$ cat src/rtl/lcd_bus_rx.sv
// HD44780-style write-bus receiver: resynchronises the LCD strobe, decodes
// commands and data into a 2x16 character shadow buffer, and emulates busy timing.
module lcd_bus_rx #(
  parameter int unsigned CLEAR_CYC = 100000,
  parameter int unsigned CMD_CYC   = 2500
) (
  input  logic       clk,
  input  logic       rst,
  input  logic       i_lcd_rs,
  input  logic       i_lcd_rw,
  input  logic       i_lcd_e,
  input  logic [7:0] i_lcd_data,
  input  logic [4:0] i_rd_addr,
  output logic [7:0] o_rd_data,
  output logic       o_cmd_valid,
  output logic [7:0] o_cmd,
  output logic       o_data_valid,
  output logic [4:0] o_cur_idx,
  output logic       o_disp_on,
  output logic       o_busy,
  output logic       o_frame_done,
  output logic       o_err
);

  localparam int unsigned MAX_CYC = (CLEAR_CYC > CMD_CYC) ? CLEAR_CYC : CMD_CYC;
  localparam int unsigned CNT_W   = ($clog2(MAX_CYC) < 5) ? 5 : $clog2(MAX_CYC);

  typedef enum logic [1:0] {
    ST_IDLE,
    ST_CLEAR,
    ST_BUSY
  } state_t;

  logic       e_s1_q, e_s2_q, e_s3_q;
  logic       rs_d1_q, rs_d2_q;
  logic       rw_d1_q, rw_d2_q;
  logic [7:0] dat_d1_q, dat_d2_q;
  logic       txn;

  state_t           state_q, state_d;
  logic [CNT_W-1:0] cnt_q, cnt_d;
  logic [4:0]       cur_q, cur_d;
  logic             id_q, id_d;
  logic             disp_q, disp_d;
  logic [7:0]       cmd_q, cmd_d;
  logic             cmd_valid_q, cmd_valid_d;
  logic             data_valid_q, data_valid_d;
  logic             frame_done_q, frame_done_d;
  logic             err_q, err_d;

  logic [7:0] mem_q [32];
  logic [7:0] rd_q;
  logic       wr_en;
  logic [4:0] wr_idx;
  logic [7:0] wr_dat;

  // Cursor moves within its row only; bit 4 selects the row.
  function automatic logic [4:0] step_idx(input logic [4:0] idx, input logic inc);
    logic [3:0] col;
    col = inc ? (idx[3:0] + 4'd1) : (idx[3:0] - 4'd1);
    return {idx[4], col};
  endfunction

  // E is double-synchronised; rs/rw/data ride the same two-stage delay so they
  // line up with the synchronised strobe.
  always_ff @(posedge clk or posedge rst) begin
    if (rst) begin
      e_s1_q   <= 1'b0;
      e_s2_q   <= 1'b0;
      e_s3_q   <= 1'b0;
      rs_d1_q  <= 1'b0;
      rs_d2_q  <= 1'b0;
      rw_d1_q  <= 1'b0;
      rw_d2_q  <= 1'b0;
      dat_d1_q <= '0;
      dat_d2_q <= '0;
    end else begin
      e_s1_q   <= i_lcd_e;
      e_s2_q   <= e_s1_q;
      e_s3_q   <= e_s2_q;
      rs_d1_q  <= i_lcd_rs;
      rs_d2_q  <= rs_d1_q;
      rw_d1_q  <= i_lcd_rw;
      rw_d2_q  <= rw_d1_q;
      dat_d1_q <= i_lcd_data;
      dat_d2_q <= dat_d1_q;
    end
  end

  assign txn = e_s3_q & ~e_s2_q;

  always_comb begin
    state_d      = state_q;
    cnt_d        = cnt_q;
    cur_d        = cur_q;
    id_d         = id_q;
    disp_d       = disp_q;
    cmd_d        = cmd_q;
    cmd_valid_d  = 1'b0;
    data_valid_d = 1'b0;
    frame_done_d = 1'b0;
    err_d        = 1'b0;
    wr_en        = 1'b0;
    wr_idx       = cur_q;
    wr_dat       = dat_d2_q;

    unique case (state_q)
      ST_IDLE: begin
        if (txn) begin
          if (rw_d2_q) begin
            err_d = 1'b1;
          end else if (rs_d2_q) begin
            wr_en        = 1'b1;
            data_valid_d = 1'b1;
            frame_done_d = (cur_q == 5'd31);
            cur_d        = step_idx(cur_q, id_q);
            state_d      = ST_BUSY;
            cnt_d        = CNT_W'(CMD_CYC - 1);
          end else begin
            cmd_valid_d = 1'b1;
            cmd_d       = dat_d2_q;
            state_d     = ST_BUSY;
            cnt_d       = CNT_W'(CMD_CYC - 1);
            casez (dat_d2_q)
              8'b1???_????: begin
                if (dat_d2_q[6:4] == 3'b000) begin
                  cur_d = {1'b0, dat_d2_q[3:0]};
                end else if (dat_d2_q[6:4] == 3'b100) begin
                  cur_d = {1'b1, dat_d2_q[3:0]};
                end else begin
                  err_d = 1'b1;
                end
              end
              8'b001?_????: err_d = ~(dat_d2_q[4] & dat_d2_q[3]);
              8'b0000_1???: disp_d = dat_d2_q[2];
              8'b0000_01??: id_d = dat_d2_q[1];
              8'b0000_001?: begin
                cur_d = '0;
                cnt_d = CNT_W'(CLEAR_CYC - 1);
              end
              8'b0000_0001: begin
                cur_d   = '0;
                id_d    = 1'b1;
                state_d = ST_CLEAR;
                cnt_d   = '0;
              end
              default: ;
            endcase
          end
        end
      end

      // The low counter bits double as the fill index while clearing.
      ST_CLEAR: begin
        err_d  = txn;
        wr_en  = 1'b1;
        wr_idx = cnt_q[4:0];
        wr_dat = 8'h20;
        if (cnt_q[4:0] == 5'd31) begin
          state_d = ST_BUSY;
          cnt_d   = CNT_W'(CLEAR_CYC - 33);
        end else begin
          cnt_d = cnt_q + CNT_W'(1);
        end
      end

      ST_BUSY: begin
        err_d = txn;
        if (cnt_q == '0) begin
          state_d = ST_IDLE;
        end else begin
          cnt_d = cnt_q - CNT_W'(1);
        end
      end

      default: state_d = ST_IDLE;
    endcase
  end

  always_ff @(posedge clk or posedge rst) begin
    if (rst) begin
      state_q      <= ST_IDLE;
      cnt_q        <= '0;
      cur_q        <= '0;
      id_q         <= 1'b1;
      disp_q       <= 1'b0;
      cmd_q        <= '0;
      cmd_valid_q  <= 1'b0;
      data_valid_q <= 1'b0;
      frame_done_q <= 1'b0;
      err_q        <= 1'b0;
    end else begin
      state_q      <= state_d;
      cnt_q        <= cnt_d;
      cur_q        <= cur_d;
      id_q         <= id_d;
      disp_q       <= disp_d;
      cmd_q        <= cmd_d;
      cmd_valid_q  <= cmd_valid_d;
      data_valid_q <= data_valid_d;
      frame_done_q <= frame_done_d;
      err_q        <= err_d;
    end
  end

  // Read samples the pre-write contents, so a same-cycle write is not seen.
  always_ff @(posedge clk or posedge rst) begin
    if (rst) begin
      for (int unsigned i = 0; i < 32; i++) begin
        mem_q[i] <= 8'h20;
      end
      rd_q <= 8'h20;
    end else begin
      if (wr_en) begin
        mem_q[wr_idx] <= wr_dat;
      end
      rd_q <= mem_q[i_rd_addr];
    end
  end

  assign o_rd_data    = rd_q;
  assign o_cmd_valid  = cmd_valid_q;
  assign o_cmd        = cmd_q;
  assign o_data_valid = data_valid_q;
  assign o_cur_idx    = cur_q;
  assign o_disp_on    = disp_q;
  assign o_busy       = (state_q != ST_IDLE);
  assign o_frame_done = frame_done_q;
  assign o_err        = err_q;

endmodule

$ cat config.mk
export PLATFORM = sky130hd
export DESIGN_NAME = lcd_bus_rx
export DESIGN_NICKNAME = d
export VERILOG_FILES = /design/src/rtl/lcd_bus_rx.sv
export SDC_FILE = /design/constraint.sdc
export NUM_CORES = 1
export LEC_CHECK = 0
export ABC_AREA = 0
export CORE_UTILIZATION = 41
export DETAILED_ROUTE_END_ITERATION = 8
export PLACE_DENSITY = 0.62
export SYNTH_ARGS = -nofsm -noshare
export SYNTH_HDL_FRONTEND = slang
export SYNTH_SLANG_ARGS = --single-unit
$ cat constraint.sdc
create_clock -name clk -period 12.7 [get_ports clk]
set_input_delay 3.81 -clock clk [delete_from_list [all_inputs] [get_ports clk]]
set_output_delay 3.81 -clock clk [all_outputs]
set_load 0.05 [all_outputs]
## Word level (Yosys, flattened, before mapping)

Cells that the tools add are included.

- Eq/ne operators: 17
- Reductions and logical operators: 18
- Shift-type cells: 0
- Bitwise gates (word level): 8
- Div/mod/pow operators: 0
- Mux-type cells: 48
- Order comparisons: 3
- Multipliers: 0
- Add/subtract/negate cells: 4

Operators with widths:

| operator | count |
|---|---|
| 256-bit bitwise mux | 1 |
| 17-bit two-way mux | 5 |
| 17-bit case mux with 3 select lines | 1 |
| 8-bit binary-select mux with 5-bit select | 1 |
| 8-bit demux with 5-bit select | 1 |
| 17-bit case mux with 2 select lines | 1 |
| 8-bit two-way mux | 4 |
| 17-bit by 1-bit adder with 17-bit output (second input constant) | 1 |
| 17-bit zero test | 1 |
| 1-bit two-way mux | 17 |
| 17-bit by 1-bit subtractor with 17-bit output (second input constant) | 1 |
| 5-bit two-way mux | 3 |
| 5-bit AND reduction | 3 |
| 6-bit >= comparator (second input constant) | 2 |
| 2-bit two-way mux | 6 |
| 5-bit inverter with 6-bit output | 2 |
| 4-bit AND reduction | 3 |
| 5-bit == test (second input constant) | 2 |
| 2-bit != test (second input constant) | 5 |
| 5-bit case mux with 2 select lines | 1 |
| 8-bit by 1-bit == test with 1-bit output (second input constant) | 1 |
| 4-bit two-way mux | 2 |
| 1-bit case mux with 2 select lines | 4 |
| 7-bit by 1-bit == test with 1-bit output (second input constant) | 1 |
| 21 further kinds | 29 |

- Memories: 0
- Output and inout bits: 27
- Logic and storage cells: 151
- Memory bits (writable): 0
- Memory bits (read-only): 0
- Latch bits: 0
- Register bits after elaboration: 325
- Input bits: 18

## Longest topological paths before layout

Gate-level depths: netlist (run 1).

- Word-level depth: 8
- Gate-level depth with buffers: 11
- Mapped depth without buffers: 7

## Least setup slack after synthesis (run 1)

OpenSTA, ideal clock, no wires.

- Path type: input -> register
- From: in i_rd_addr[1]
- To: reg rd_q[0] (netlist: o_rd_data[0])
- Arrival time: 5.515 ns
- Setup time: 0.125 ns
- Buffers on the path: 2
- Required time: 12.575 ns
- Cell stages on the path: 5
- Slack: 7.061 ns
- Cells stage by stage: clkbuf_1 clkbuf_1 mux4_2 mux4_2 mux2_2

- Cells in the longest elaborated chain, start to end: 4

Ends and longest elaborated chain:

| element | RTL line | source |
|---|---|---|
| from (decl) | 13 | `input logic [4:0] i_rd_addr,` |
| 5-bit inverter with 6-bit output (not written as such) | 217 | `rd_q <= mem_q[i_rd_addr];` |
| 8-bit binary-select mux with 5-bit select | 217 |  |
| 8-bit two-way mux (not written as such) (2 in a row) | 217 |  |
| to (signal assigned) | 217 |  |
| to (decl) | 52 | `logic [7:0] rd_q;` |

Every way passes these cells. The select of a mux whose other input is x is not followed.
A chain may end at the register's enable or synchronous reset.

## Worst setup path in the final report (run 1)

- From: reg state_q[0]
- To: out o_busy

- Cells in the longest elaborated chain, start to end: 1

Ends and longest elaborated chain:

| element | RTL line | source |
|---|---|---|
| from (decl) | 40 | `state_t state_q, state_d;` |
| from (signal assigned) | 193 | `state_q <= state_d;` |
| 2-bit nonzero test | 227 | `assign o_busy = (state_q != ST_IDLE);` |
| to (decl) | 20 | `output logic o_busy,` |

Every way passes these cells.

==> flow_metrics.py, run 1 <==
metrics = {
    "run_status": {
        "status": "completed",
    },
    "timing": {
        "fmax_mhz": 166.8,
        "fin_skew_ns": 0.02419,
        "slew_violations": 0,
        "worst_pin_slew_ns": 1.257,
        "layout_min_cycle_time_ns": 5.995,
        "setup_violations": 0,
        "rsz0062_at_grt": "false",
        "setup-tns-final_ns": 0,
        "slew_headroom_pct": 16.22,
        "hold_viol_final": 0,
        "post-route-period-util_pct": 47.21,
    },
    "detailed_routing": {
        "drt_iter0_markers": 1147,
        "vias": 11230,
        "drt-total-wl_um": 44610,
        "routedWlPerCell_um": 25.17,
        "dr.pass1.iters": 7,
        "drc": 0,
        "vias_per_cell": 6.335,
        "ant_nets": 0,
    },
    "place": {
        "place_congestion": 0.8403,
        "place_area_um2": 15950,
        "dp.cells": 1706,
        "place_hpwl_um": 27720,
        "io_buffers": 44,
    },
    "layout": {
        "mostFrequentLayoutCells": "dfrtp_1, nand2_1, o21ai_0",
        "final-instance-count-excl-fill": 1772,
        "syn2layout_area_growth_pct": 14.02,
        "nets": 1306,
        "multi_input_area_um2": 6593,
        "diodes": 0,
        "drive_gt1_share_pct": 19.33,
        "fillers": 3215,
        "register_area_um2": 8175,
        "fin_area_um2": 17300,
        "final_core_util_pct": 47.38,
        "final_common_cell": "dfrtp_1",
    },
    "pwr": {
        "ir_drop_mv": 0.1264,
        "power_leakage_nw": 7.141,
        "powerDensity_nw_per_um2": 182.4,
    },
    "grt": {
        "grt_overflow": 0,
        "grt_pass1_wl_um": 69880,
        "antenna_found_initial": 0,
        "grt_max_degree": 169,
        "grt_use_total_pct": 24.25,
        "grt_pass1_vias": 11310,
    },
    "clock_network": {
        "numClockSinks": 325,
        "cts_buffer_depth": 3,
        "path_clk_slew_ns": 0.05,
        "htree_levels": 2,
        "clk_latency_ns": 0.54,
        "cts_buffers": 38,
        "cts_setup_buffers": 0,
        "ctsHoldBuffers": 0,
        "cts-root-buf": "clkbuf_16",
        "cts_tree": "yes",
        "cts_resized": 0,
    },
    "worst_hold_path": {
        "hp-class": "flop to flop",
    },
    "setup_path": {
        "endpoint_kind": "output port",
        "slowest_delay_ns": 0.81,
        "critPathRequiredTime_ns": 8.89,
        "crit_slowest_cell": "clkdlybuf4s50_1",
        "path_cells": "inv_1 > ha_1 > inv_1 > clkdlybuf4s50_1",
        "crit_top_cell": "inv_1",
        "arrival_ns": 2.19,
        "cp_max_fo": 7,
        "critPathLaunchType": "flop",
        "worstSetupPathType": "flop to output port",
    },
    "synthesis": {
        "ys_types": 79,
        "synth_area_per_cell_um2": 12.00,
        "synth_ff_type": "dfrtp_1",
        "syn_area_um2": 15180,
        "yosysSeqAreaShare_pct": 53.87,
        "synth_edf_count": 0,
        "yosysWarnings": 0,
        "syn_inst": 1265,
        "synth-seq-cells": 325,
        "postSynth.asyncResetShare_pct": 100.0,
        "synthesis.nets": 1293,
    },
    "floorplan": {
        "die_y_um": 194.4,
        "rows": 70,
        "die_width_um": 194.4,
        "die-area_um2": 37790,
        "start_util_pct": 41.55,
        "pin_count": 45,
        "coreArea_um2": 36520,
    },
    "run": {
        "cap_violations": 0,
    },
}
## logic make-up after synthesis
family,after synthesis,synth area share [%]
AO/OA/AOI/OAI,393,17.45
AND/OR/NAND/NOR,325,10.50
flip-flops,325,53.87
multiplexers,106,13.76
buffers and inverters,97,3.026
adder cells (fa/ha/maj),10,0.8740
XOR/XNOR,9,0.5194
## metal layers
metal	global-route usage (%)	vias to the layer above	part of all wire, %
li1	-	4777	-
met3	4.598	95	7.9
met4	7.613	0	2.7
met1	34.53	5823	43
met5	0	-	0
met2	37.64	530	47
## cell type report
class / count / area share (%)
Clock buffer: 58 / 6.999
Clock inverter: 8 / 0.8315
Inverter: 13 / 0.3037
Multi-Input combinational cell: 843 / 38.10
Sequential cell: 325 / 47.25
Tap cell: 468 / 3.384
Timing Repair Buffer: 57 / 3.138
## critical path: cells and delay by family (launching register included)
kind / cells / cell delay (ns)
buf+inv: 3 / 1.01
flops: 1 / 0.38
fa+ha+maj: 1 / 0.28
## where the power goes
group / internal [mW] / switching [mW]
Sequential: 1.16 / 0.136
Combinational: 0.256 / 0.436
Clock: 0.737 / 0.433
## per-stage QoR
stage	setup WS [ns]	hold slack (ns)	total power [mW]
after floorplan	4.581	0.3312	1.786
after global placement	6.252	0.3318	1.982
after detailed placement	6.170	0.3347	1.993
after CTS	6.664	0.3472	3.165
after global routing	6.591	0.3531	3.289
final	6.705	0.3457	3.157
## final timing paths
check | start | end | slack [ns] | cells after the start
max in group asynchronous | rst | o_rd_data[0]$_DFF_PP0_ | 7.16 | 4
min | rs_d1_q$_DFF_PP0_ | rs_d2_q$_DFF_PP0_ | 0.35 | 0
min reg2reg | rs_d1_q$_DFF_PP0_ | rs_d2_q$_DFF_PP0_ | 0.35 | 0
max | state_q[0]$_DFFE_PP0P_ | o_busy | 6.70 | 4
max reg2reg | state_q[1]$_DFFE_PP0P_ | mem_q[108]$_DFFE_PP0P_ | 8.59 | 8
min in group asynchronous | rst | cnt_q[14]$_DFFE_PP0P_ | 3.89 | 3
## cell usage after synthesis (10+ instances only)
cell	count	area [µm²]
a21oi_1	70	350.3
a22o_1	62	543.0
a31oi_1	17	106.4
buf_2	22	110.1
clkbuf_1	41	153.9
dfrtp_1	291	7282
dfstp_2	34	893.4
inv_1	13	48.80
mux2_2	21	236.5
mux4_2	80	1802
nand2_1	197	739.5
nand3_1	15	75.07
nor2_1	20	75.07
nor2b_1	10	62.56
nor3_1	13	65.06
o21ai_0	135	675.7
o2bb2ai_1	56	490.5
## sequential cells by signal (all words and copies together), names as in the netlist, 2 cells and up
signal     cells
o_rd_data      8
o_cur_idx      5
dat_d2_q       8
mem_q        256
dat_d1_q       8
o_cmd          8
state_q        2
cnt_q         17
Power figures use the tool's default switching activity.
==> run 2, diff against run 1 <==
- PLACE_DENSITY: 0.62 -> 0.6
- clock period: 12.7 -> 6.26 ns (I/O delays scaled with it)
==> flow_metrics.py, run 2 (same netlist as run 1, synthesis figures left out) <==
metrics = {
    "run_status": {
        "status": "completed",
    },
    "floorplan": {
        "coreArea_um2": 36520,
        "start_util_pct": 41.55,
        "die_y_um": 194.4,
        "pin_count": 45,
        "die-area_um2": 37790,
        "rows": 70,
        "die_width_um": 194.4,
    },
    "setup_path": {
        "critPathLaunchType": "flop",
        "critPathRequiredTime_ns": 4.38,
        "path_cells": "inv_1 > ha_1 > inv_1 > clkdlybuf4s50_1",
        "r2r_setup_slack_ns": 2.64,
        "cp_top_family": "buffers and inverters",
        "cp_max_fo": 7,
        "cp_num_buf_inv": 3,
        "arrival_ns": 2.15,
        "crit_slowest_cell": "clkdlybuf4s50_1",
        "endpoint_kind": "output port",
        "worstSetupPathType": "flop to output port",
        "crit_top_cell": "inv_1",
        "slowest_delay_ns": 0.80,
    },
    "layout": {
        "nets": 1310,
        "largest-register": "mem_q",
        "fillers": 3216,
        "syn2layout_area_growth_pct": 14.16,
        "drive_gt1_share_pct": 19.59,
        "fin_area_um2": 17320,
        "largest_reg_flops": 256,
        "mostFrequentLayoutCells": "dfrtp_1, nand2_1, o21ai_0",
        "top_regs": "mem_q x256, cnt_q x17",
        "final_common_cell": "dfrtp_1",
        "diodes": 0,
    },
    "clock_network": {
        "ctsHoldBuffers": 0,
        "clk_latency_ns": 0.51,
        "numClockSinks": 325,
        "cts_setup_buffers": 0,
        "htree_levels": 2,
        "cts-root-buf": "clkbuf_16",
        "path_clk_slew_ns": 0.06,
        "cts_tree": "yes",
        "cts_resized": 0,
        "cts_buffers": 36,
        "cts_buffer_depth": 3,
    },
    "grt": {
        "grt_pass1_wl_um": 70290,
        "antenna_found_initial": 1,
        "grt_max_degree": 128,
        "grt_overflow": 0,
        "grt_use_total_pct": 24.59,
        "grt_pass1_vias": 10820,
    },
    "timing": {
        "post-route-period-util_pct": 64.30,
        "fin_skew_ns": 0.01432,
        "setup-tns-final_ns": 0,
        "fmax_mhz": 248.5,
        "layout_min_cycle_time_ns": 4.025,
        "rsz0062_at_grt": "false",
        "slew_headroom_pct": 17.88,
        "slew_violations": 0,
        "setup_violations": 0,
        "hold_viol_final": 0,
        "worst_pin_slew_ns": 1.229,
    },
    "pwr": {
        "power_leakage_nw": 7.151,
        "ir_drop_mv": 0.2937,
        "powerDensity_nw_per_um2": 370.3,
    },
    "detailed_routing": {
        "dr.pass1.iters": 8,
        "drt_iter0_markers": 1117,
        "drc": 0,
        "ant_nets": 0,
        "vias": 11100,
        "routedWlPerCell_um": 25.46,
        "drt-total-wl_um": 45190,
        "vias_per_cell": 6.254,
    },
    "worst_hold_path": {
        "hp-class": "flop to flop",
    },
    "place": {
        "place_hpwl_um": 29680,
        "place_area_um2": 15990,
        "place_congestion": 0.9358,
        "io_buffers": 44,
    },
    "run": {
        "cap_violations": 0,
    },
}
run 2: path summary, 6_finish.rpt:
check,start,to,cells past startpoint
min in group asynchronous,rst,mem_q[86]$_DFFE_PP0P_,2
worst max register to register,state_q[0]$_DFFE_PP0P_,mem_q[7]$_DFFE_PP0P_,6
max in group asynchronous,rst,mem_q[136]$_DFFE_PP0P_,3
worst max-delay path,state_q[0]$_DFFE_PP0P_,o_busy,4
worst min register to register,e_s1_q$_DFF_PP0_,e_s2_q$_DFF_PP0_,0
worst min-delay path,e_s1_q$_DFF_PP0_,e_s2_q$_DFF_PP0_,0
run 2: power breakdown:
group / switching [mW] / total, mW / internal, mW
Clock: 0.875 / 2.37 / 1.49
Combinational: 0.880 / 1.40 / 0.525
Sequential: 0.292 / 2.64 / 2.35
Total: 2.05 / 6.41 / 4.37
run 2: cell type report:
type	instances	area, µm²	share of cell area [%]
timing repair buffer	63	600.6	3.467
tap	468	585.6	3.380
clock inverter	19	314.1	1.813
sequential	325	8175	47.19
inverter	13	52.55	0.3033
multi-input combinational	843	6574	37.95
clock buffer	44	1022	5.901
run 2: metrics by stage:
step                worst slack, ns  total power [mW]  std cells  hold slack [ns]  util (%)
finish                        2.235             6.414       1775           0.3452     47.43
global route                  2.173             6.699       1775           0.3512     47.43
CTS                           2.227             6.436       1775           0.3476     47.43
detailed placement            1.826             4.063       1712           0.3347     43.78
global placement              1.901             4.041       1712           0.3316     43.78
floorplan                   0.07303             3.622       1265           0.3312         -
run 2: metal layers:
layer	vias up	part of all wire [%]	track usage (%)
met4	2	2.5	6.996
li1	4794	-	-
met3	64	9.6	6.628
met1	5718	44	36.27
met5	-	0.027	0
met2	523	44	35.53
==> run 3, diff against run 2 <==
- PLACE_DENSITY: 0.6 -> 0.62
- clock period: 6.26 -> 3.6 ns (I/O delays scaled with it)
==> flow_metrics.py, run 3 (same netlist as run 1, synthesis figures left out) <==
metrics = {
    "layout": {
        "register_area_um2": 8175,
        "final_common_cell": "dfrtp_1",
        "fillers": 3257,
        "drive_gt1_share_pct": 20.99,
        "largest-register": "mem_q",
        "top_regs": "mem_q x256, cnt_q x17",
        "multi_input_area_um2": 6574,
        "largest_reg_flops": 256,
        "syn2layout_area_growth_pct": 15.35,
        "mostFrequentLayoutCells": "dfrtp_1, nand2_1, o21ai_0",
        "diodes": 0,
        "nets": 1337,
    },
    "clock_network": {
        "cts_buffers": 36,
        "cts_setup_buffers": 0,
        "ctsHoldBuffers": 0,
        "cts_tree": "yes",
        "cts_buffer_depth": 3,
        "htree_levels": 2,
        "cts-root-buf": "clkbuf_16",
        "cts_resized": 0,
        "clk_latency_ns": 0.53,
        "numClockSinks": 325,
        "path_clk_slew_ns": 0.06,
    },
    "grt": {
        "grtUsageMet1_pct": 34.88,
        "antenna_found_initial": 0,
        "grt.met2_usage_pct": 34.19,
        "grt_max_degree": 83,
        "met3_usage_pct": 6.646,
        "grt_pass1_wl_um": 68390,
        "grt_overflow": 0,
        "grt_busiest_layer": "met1",
        "grt_pass1_vias": 11180,
        "grt_use_total_pct": 23.79,
    },
    "timing": {
        "setup_violations": 0,
        "slew_violations": 0,
        "fin_skew_ns": 0.02530,
        "setup-tns-final_ns": 0,
        "layout_min_cycle_time_ns": 3.242,
        "fmax_mhz": 308.4,
        "rsz0062_at_grt": "false",
        "post-route-period-util_pct": 90.06,
        "worst_pin_slew_ns": 1.098,
        "fin_hold_ws_ns": 0.3422,
        "hold_viol_final": 0,
        "slew_headroom_pct": 26.82,
    },
    "run_status": {
        "status": "completed",
    },
    "setup_path": {
        "arrival_ns": 2.16,
        "r2r-end": "mem_q[103]$_DFFE_PP0P_",
        "reg2reg_depth": 6,
        "worstSetupPathType": "flop to output port",
        "r2r_start": "state_q[1]$_DFFE_PP0P_",
        "r2r_setup_slack_ns": 0.65,
        "cp_max_fo": 7,
        "critPathLaunchType": "flop",
        "endpoint_kind": "output port",
        "critPathRequiredTime_ns": 2.52,
    },
    "floorplan": {
        "pin_count": 45,
        "start_util_pct": 41.55,
        "rows": 70,
        "die_y_um": 194.4,
        "die-area_um2": 37790,
        "die_width_um": 194.4,
        "coreArea_um2": 36520,
    },
    "worst_hold_path": {
        "min_to": "rw_d2_q$_DFF_PP0_",
        "hp-start": "rw_d1_q$_DFF_PP0_",
        "hp-class": "flop to flop",
        "worstHoldPathCells": 0,
    },
    "detailed_routing": {
        "drc": 0,
        "drt_iter0_markers": 1164,
        "dr.pass1.iters": 5,
        "vias": 11180,
        "vias_per_cell": 6.204,
        "drt-total-wl_um": 44420,
        "routedWlPerCell_um": 24.65,
        "ant_nets": 0,
    },
    "place": {
        "place_congestion": 0.9394,
        "io_buffers": 44,
        "place_hpwl_um": 29850,
    },
    "pwr": {
        "powerDensity_nw_per_um2": 621.5,
        "power_leakage_nw": 7.275,
        "ir_drop_mv": 0.4701,
    },
    "run": {
        "cap_violations": 0,
    },
}
## run 3: through the flow
step,cells,power (mW),setup WS (ns),utilization (%),instance area (µm²)
global route,1802,11.34,0.2516,47.93,17510
CTS,1802,10.91,0.3296,47.93,17510
detailed placement,1739,7.125,0.5011,44.54,16270
finish,1802,10.88,0.3577,47.93,17510
floorplan,1265,6.299,-1.789,-,15180
global placement,1739,7.079,0.5503,44.54,16270
## run 3: layout make-up
| cell class | count | area share [%] |
|---|---|---|
| clock buffers | 55 | 6.597 |
| clock inverters | 8 | 0.4860 |
| inverters | 13 | 0.3002 |
| multi-input cells | 843 | 37.55 |
| flip-flops and latches | 325 | 46.70 |
| well taps | 468 | 3.345 |
| repair buffers | 90 | 5.018 |
## run 3: critical path, stage by stage, from the launching register on
cell	delay [ns]
dfrtp_1	0.38
inv_1	0.09
ha_1	0.29
inv_1	0.09
clkdlybuf4s50_1	0.80
## run 3: worst max-delay path by stage
stage,from,end
after floorplan,rst,cnt_q[0]$_DFFE_PP0P_
after CTS,state_q[0]$_DFFE_PP0P_,o_busy
final,state_q[0]$_DFFE_PP0P_,o_busy
after global placement,i_rd_addr[0],o_rd_data[1]$_DFF_PP0_
after detailed placement,i_rd_addr[0],o_rd_data[3]$_DFF_PP0_
after global routing,state_q[0]$_DFFE_PP0P_,o_busy
## run 3: where the power goes
group          internal, mW  switching (mW)
clock network          2.28            1.50
logic                 0.990            1.59
registers              4.09           0.434
## run 3: per-layer routing
| layer | share of wire [%] | wire (µm) |
|---|---|---|
| met1 | 44 | 19740 |
| met2 | 43 | 19160 |
| met3 | 9.6 | 4271 |
| met4 | 2.8 | 1255 |
| met5 | 0 | 0 |
